--- src/rtl/uart_pkg.sv ---
// Shared definitions for the uart_tx arbiter: FSM states and frame config layout.
package uart_pkg;

  localparam int unsigned DATA_W    = 8;
  localparam int unsigned ID_W      = 3;
  localparam int unsigned CFG_W     = 5;
  localparam int unsigned CFG_DSIZE = 0;
  localparam int unsigned CFG_PEN   = 1;
  localparam int unsigned CFG_PMODE = 2;
  localparam int unsigned CFG_STOP  = 4;

  typedef enum logic [2:0] {
    IDLE       = 3'd0,
    SEND       = 3'd1,
    WAIT_START = 3'd2,
    WAIT_DONE  = 3'd3,
    GAP        = 3'd4
  } state_t;

  // Frame configuration as seen by uart_tx; field order matches the CFG_* offsets.
  typedef struct packed {
    logic       stop;
    logic [1:0] pmode;
    logic       pen;
    logic       dsize;
  } tx_cfg_t;

endpackage

--- src/rtl/rr_arbiter.sv ---
// Combinational round-robin picker: first set request at or after ptr+1, wrapping.
module rr_arbiter #(
  parameter int unsigned N_REQ = 4
) (
  input  logic [N_REQ-1:0] req,
  input  logic [2:0]       ptr,
  output logic [N_REQ-1:0] grant,
  output logic [2:0]       grant_idx,
  output logic             found
);

  localparam int unsigned IW = (N_REQ > 1) ? $clog2(N_REQ) : 1;

  int unsigned pos;

  // Scan requesters starting just past the last winner; the first hit wins.
  always_comb begin
    grant     = '0;
    grant_idx = '0;
    found     = 1'b0;
    pos       = 0;
    for (int unsigned k = 0; k < N_REQ; k++) begin
      pos = (32'(ptr) + 32'd1 + k) % N_REQ;
      if (!found && req[IW'(pos)]) begin
        found            = 1'b1;
        grant[IW'(pos)]  = 1'b1;
        grant_idx        = 3'(pos);
      end
    end
  end

endmodule

--- src/rtl/uart_tx_arbiter.sv ---
// Shares one uart_tx between N_REQ byte sources with round-robin grants,
// per-requester frame config, start timeout and a minimum inter-frame gap.
module uart_tx_arbiter
  import uart_pkg::*;
#(
  parameter int unsigned N_REQ         = 4,
  parameter int unsigned GAP_CYCLES    = 0,
  parameter int unsigned START_TIMEOUT = 1023
) (
  input  logic                   clk,
  input  logic                   rst,
  input  logic [N_REQ-1:0]       req_valid,
  input  logic [8*N_REQ-1:0]     req_data,
  input  logic [5*N_REQ-1:0]     req_cfg,
  output logic [N_REQ-1:0]       req_ack,
  output logic [N_REQ-1:0]       req_done,
  output logic [N_REQ-1:0]       req_err,
  output logic [2:0]             grant_id,
  output logic                   busy,
  output logic [7:0]             tx_data,
  output logic                   tx_data_size,
  output logic                   tx_parity_en,
  output logic                   tx_stop_bit_size,
  output logic [1:0]             tx_parity_mode,
  output logic                   tx_send,
  input  logic                   tx_ready
);

  localparam int unsigned TW = (START_TIMEOUT > 0) ? $clog2(START_TIMEOUT + 1) : 1;
  // Gap counter only needs to reach GAP_CYCLES-1 before leaving GAP.
  localparam int unsigned GW = (GAP_CYCLES > 1) ? $clog2(GAP_CYCLES + 1) : 1;

  state_t             state, state_nxt;
  logic [TW-1:0]      tcnt, tcnt_nxt;
  logic [GW-1:0]      gcnt, gcnt_nxt;
  logic [2:0]         grant_nxt;
  logic [DATA_W-1:0]  data_nxt, sel_data;
  tx_cfg_t            cfg_q, cfg_nxt, sel_cfg;
  logic [N_REQ-1:0]   ack_nxt, done_nxt, err_nxt;
  logic [N_REQ-1:0]   win_onehot, grant_hot;
  logic [2:0]         win_idx;
  logic               win_any;

  // grant_id doubles as the round-robin pointer (last granted index).
  rr_arbiter #(.N_REQ(N_REQ)) u_rr (
    .req       (req_valid),
    .ptr       (grant_id),
    .grant     (win_onehot),
    .grant_idx (win_idx),
    .found     (win_any)
  );

  assign grant_hot        = {{(N_REQ-1){1'b0}}, 1'b1} << grant_id;
  assign tx_data_size     = cfg_q.dsize;
  assign tx_parity_en     = cfg_q.pen;
  assign tx_parity_mode   = cfg_q.pmode;
  assign tx_stop_bit_size = cfg_q.stop;

  // Select the winning requester's byte and config.
  always_comb begin
    sel_data = '0;
    sel_cfg  = '0;
    for (int unsigned i = 0; i < N_REQ; i++) begin
      if (win_onehot[i]) begin
        sel_data = req_data[i*DATA_W +: DATA_W];
        sel_cfg  = req_cfg[i*CFG_W +: CFG_W];
      end
    end
  end

  // Next-state, counters and next values of all registered outputs.
  always_comb begin
    state_nxt = state;
    tcnt_nxt  = tcnt;
    gcnt_nxt  = gcnt;
    grant_nxt = grant_id;
    data_nxt  = tx_data;
    cfg_nxt   = cfg_q;
    ack_nxt   = '0;
    done_nxt  = '0;
    err_nxt   = '0;
    case (state)
      IDLE: begin
        if (win_any && tx_ready) begin
          state_nxt = SEND;
          grant_nxt = win_idx;
          data_nxt  = sel_data;
          cfg_nxt   = sel_cfg;
          ack_nxt   = win_onehot;
        end
      end
      SEND: begin
        state_nxt = WAIT_START;
        tcnt_nxt  = '0;
      end
      WAIT_START: begin
        if (!tx_ready) begin
          state_nxt = WAIT_DONE;
        end else if (32'(tcnt) + 32'd1 >= START_TIMEOUT) begin
          // Counter reaches START_TIMEOUT on this edge and saturates there.
          tcnt_nxt  = TW'(START_TIMEOUT);
          err_nxt   = grant_hot;
          gcnt_nxt  = '0;
          state_nxt = GAP;
        end else begin
          tcnt_nxt = tcnt + TW'(1);
        end
      end
      WAIT_DONE: begin
        if (tx_ready) begin
          done_nxt  = grant_hot;
          gcnt_nxt  = '0;
          state_nxt = GAP;
        end
      end
      GAP: begin
        if (32'(gcnt) + 32'd1 >= GAP_CYCLES) begin
          state_nxt = IDLE;
        end else begin
          gcnt_nxt = gcnt + GW'(1);
        end
      end
      default: state_nxt = IDLE;
    endcase
  end

  // State, counters and output registers.
  always_ff @(posedge clk) begin
    if (rst) begin
      state    <= IDLE;
      tcnt     <= '0;
      gcnt     <= '0;
      grant_id <= '0;
      tx_data  <= '0;
      cfg_q    <= '0;
      req_ack  <= '0;
      req_done <= '0;
      req_err  <= '0;
      tx_send  <= 1'b0;
      busy     <= 1'b0;
    end else begin
      state    <= state_nxt;
      tcnt     <= tcnt_nxt;
      gcnt     <= gcnt_nxt;
      grant_id <= grant_nxt;
      tx_data  <= data_nxt;
      cfg_q    <= cfg_nxt;
      req_ack  <= ack_nxt;
      req_done <= done_nxt;
      req_err  <= err_nxt;
      tx_send  <= (state_nxt == SEND);
      busy     <= (state_nxt != IDLE);
    end
  end

endmodule

--- config.mk ---
export PLATFORM = sky130hd
export DESIGN_NAME = uart_tx_arbiter
export DESIGN_NICKNAME = d
export VERILOG_FILES = /design/src/rtl/uart_pkg.sv /design/src/rtl/rr_arbiter.sv /design/src/rtl/uart_tx_arbiter.sv
export SDC_FILE = /design/constraint.sdc
export NUM_CORES = 1
export LEC_CHECK = 0
export ABC_AREA = 1
export BUFFER_PORTS_ARGS = -buffer_cell sky130_fd_sc_hd__buf_2
export CORE_MARGIN = 3
export CORE_UTILIZATION = 46
export CTS_CLUSTER_DIAMETER = 50
export DETAILED_ROUTE_END_ITERATION = 10
export PLACE_DENSITY = 0.77
export SKIP_LAST_GASP = 1
export SLEW_MARGIN = 20
export SYNTH_ARGS = -nofsm -noshare
export SYNTH_HDL_FRONTEND = slang
export SYNTH_SLANG_ARGS = --single-unit
--- constraint.sdc ---
create_clock -name clk -period 2.3 [get_ports clk]
set_input_delay 0.46 -clock clk [delete_from_list [all_inputs] [get_ports clk]]
set_output_delay 0.46 -clock clk [all_outputs]
set_load 0.02 [all_outputs]
==> metrics <==
outcome finished clean; non-filler instance count after layout 587; P_leak around 1.7 nW; syn_nets between 400 and 500; CP Data Required Time roughly 2.5 ns; Setup crit end kind flip-flop; clock sink count 42; largest buffer count on any clock path 2; critical path arrival roughly 2.4 ns; Post-Syn Instances between 400 and 500; final antenna-violating net count 0; CTS Root Cell clkbuf_8; VDD IR-drop max 1.06 mV; share of cells above drive strength 1 ~28%; RSZ-0062 raised after global routing false; synth warn 0; Placed Area 3220 um^2; antenna violations before repair 0; I/O pin total 89; initial DRC count around 140; IO Port Bufs a little under 90; PnR worst setup slack ~0.18 ns; Final setup viols 0; Remaining Overflow, GRT 0; DR DRC count 0; row count 27; CTS tree done; crit path launch type flip-flop; Tcrit/Tclk final 92.0%; WL final slightly above 7000 um; vias in the first global route about 2.5k; final hold viol count 0; maxcap violations 0; Reg clk slew, reported paths 0.08 ns; gp weighted congestion a little under 1; commonest non-fill, non-tap cell in the layout nand2_1; most frequent cells in the layout 131 x nand2_1, 87 x buf_2, 55 x nor2_1, 52 x inv_1, 41 x dfxtp_1; post-place setup slack ~0.084 ns; CTS HTree Levels 2; Synth Register Bits 42; CTS Buf Count 5; Starting Density between 40% and 50%; total number of vias approximately 2.9k; Layout area overhead 24.7%; Clock Skews around 0.006 ns; Die H between 80 and 90 um; Max Slew Vio Count 0; total power 5.43 mW; fin area roughly 3400 um^2; first-pass GRT wire length ~11,000 um; Core ar. about 5600 um^2; Initial DRT Pass Iterations 4; sequential fraction of the synthesis area 31.1%; Min-Delay Path Class flip-flop to flip-flop; number of vias per cell about 5.0; post-synthesis adder-cell area fraction under 10%; critical path type flip-flop to flip-flop; HPWL Detailed 5390 um; XOR/XNOR Fraction of Synth Area 1.29%; Post-CTS Repair Setup Buffers 0; Fmax achieved 0.472 GHz; peak fanout along the critical path 13; Hold Buf Count CTS 0; antenna diode count 0; Synth Cell Area between 2000 and 3000 um^2; final core utilization 60.2%; post-synthesis mux area share 0%; area share of and/or/nand/nor cells after synthesis between 30% and 40%; Die Footprint ~6800 um^2; PD cells 1610 nW/um^2; Cells after DPL approximately 580; Die W about 83 um; crit path time final 2.12 ns; fin nets 580; Hold Slack approximately 0.47 ns; main combinational cell family by area after synthesis simple AND/OR/NAND/NOR gates; pin count of the biggest net entering global routing 27; syn avg cell area 6.41 um^2; All-Layer GR Usage 20.7%; Compound-Gate Fraction of Synth Area ~17%; Wirelength per Cell around 12 um; Final TNS setup 0 ns; Worst-Skew Late Latency ~0.29 ns; Netlist cell types 37
==> registers in the layout (all words and copies together), names as in the netlist <==
register / flops
tx_send: 1
tcnt: 10
tx_data: 8
req_ack: 4
busy: 1
tx_parity_mode: 2
grant_id: 2
tx_parity_en: 1
tx_data_size: 1
req_done: 4
state: 3
req_err: 4
tx_stop_bit_size: 1
==> Yosys cell counts (all sizes together) <==
| cell type | n | share of area [%] |
|---|---|---|
| ha | 7 | 3.2 |
| inv | 58 | 8.0 |
| nand3 | 16 | 4.2 |
| nor2 | 59 | 9.2 |
| o22ai | 7 | 1.6 |
| o21ai | 8 | 1.6 |
| a21oi | 52 | 12 |
| a31oi | 3 | 0.69 |
| o21a | 1 | 0.28 |
| o221ai | 1 | 0.32 |
| dfxtp | 42 | 31 |
| dlygate4sd1 | 1 | 0.32 |
| nor3b | 1 | 0.28 |
| nor4 | 1 | 0.23 |
| o31ai | 1 | 0.28 |
| nor3 | 3 | 0.55 |
| nand4 | 5 | 1.4 |
| nand2 | 137 | 20 |
| conb | 1 | 0.14 |
| o21bai | 1 | 0.28 |
| xor2 | 4 | 1.3 |
| buf | 13 | 3.7 |
==> layer usage <==
metal,wire length (um),track usage [%],share of wire [%]
met2,3350,34.6,47
met4,23,5.72,0.32
met3,493,3.90,6.9
met1,3300,27.2,46
met5,0,0,0
==> final cells by class <==
class / instances / area, um^2
clock buffers: 7 / 76.3
clock inverters: 1 / 30.0
fillers: 545 / 2230
inverters: 58 / 218
multi-input cells: 309 / 1590
flip-flops and latches: 42 / 842
well taps: 72 / 90.1
repair buffers: 98 / 531
==> logic make-up (layout without fill, tap and decap cells) <==
kind of cell               Yosys count  after routing
AOI/OAI and AO/OA                   74             74
and+or+nand+nor                    222            223
buffers and inverters               72            164
other                                1              1
xor gates and xnor gates             4              4
DFF                                 42             42
adders and majority gates            7              7
==> worst max-delay path, stage by stage (launching register included) <==
cell and delay, ns:
dfxtp_2 0.34, buf_4 0.16, ha_1 0.29, o21ai_1 0.21, nand2_1 0.18, nand4_1 0.15
nand3_2 0.09, buf_4 0.20, a21oi_1 0.13, nand2_1 0.07, nand2_1 0.08, nand2_1 0.06
a21oi_2 0.10
==> timing repair <==
action | CTS | global route
endpoints found under the setup margin | 0 | 18
hold endpoints to repair | 0 | 0
gates resized for setup | 0 | 7
==> final timing paths <==
| kind | startpoint | end | slack (ns) | depth (start not counted) |
|---|---|---|---|---|
| worst max-delay path | grant_id[0]$_SDFFE_PP0P_ | tx_data[5]$_SDFFE_PP0P_ | 0.18 | 12 |
| worst min-delay path | tx_data[1]$_SDFFE_PP0P_ | tx_data[1]$_SDFFE_PP0P_ | 0.47 | 2 |
| worst max register to register | grant_id[0]$_SDFFE_PP0P_ | tx_data[5]$_SDFFE_PP0P_ | 0.18 | 12 |
| worst min register to register | tx_data[1]$_SDFFE_PP0P_ | tx_data[1]$_SDFFE_PP0P_ | 0.47 | 2 |
==> power by group <==
group	internal, mW	leakage [nW]	total [mW]	switching (mW)
sequential	0.842	0.342	0.898	0.0556
clock	0.325	0.0524	0.570	0.245
combinational	1.41	1.36	3.96	2.55
Power figures use the tool's default switching activity.
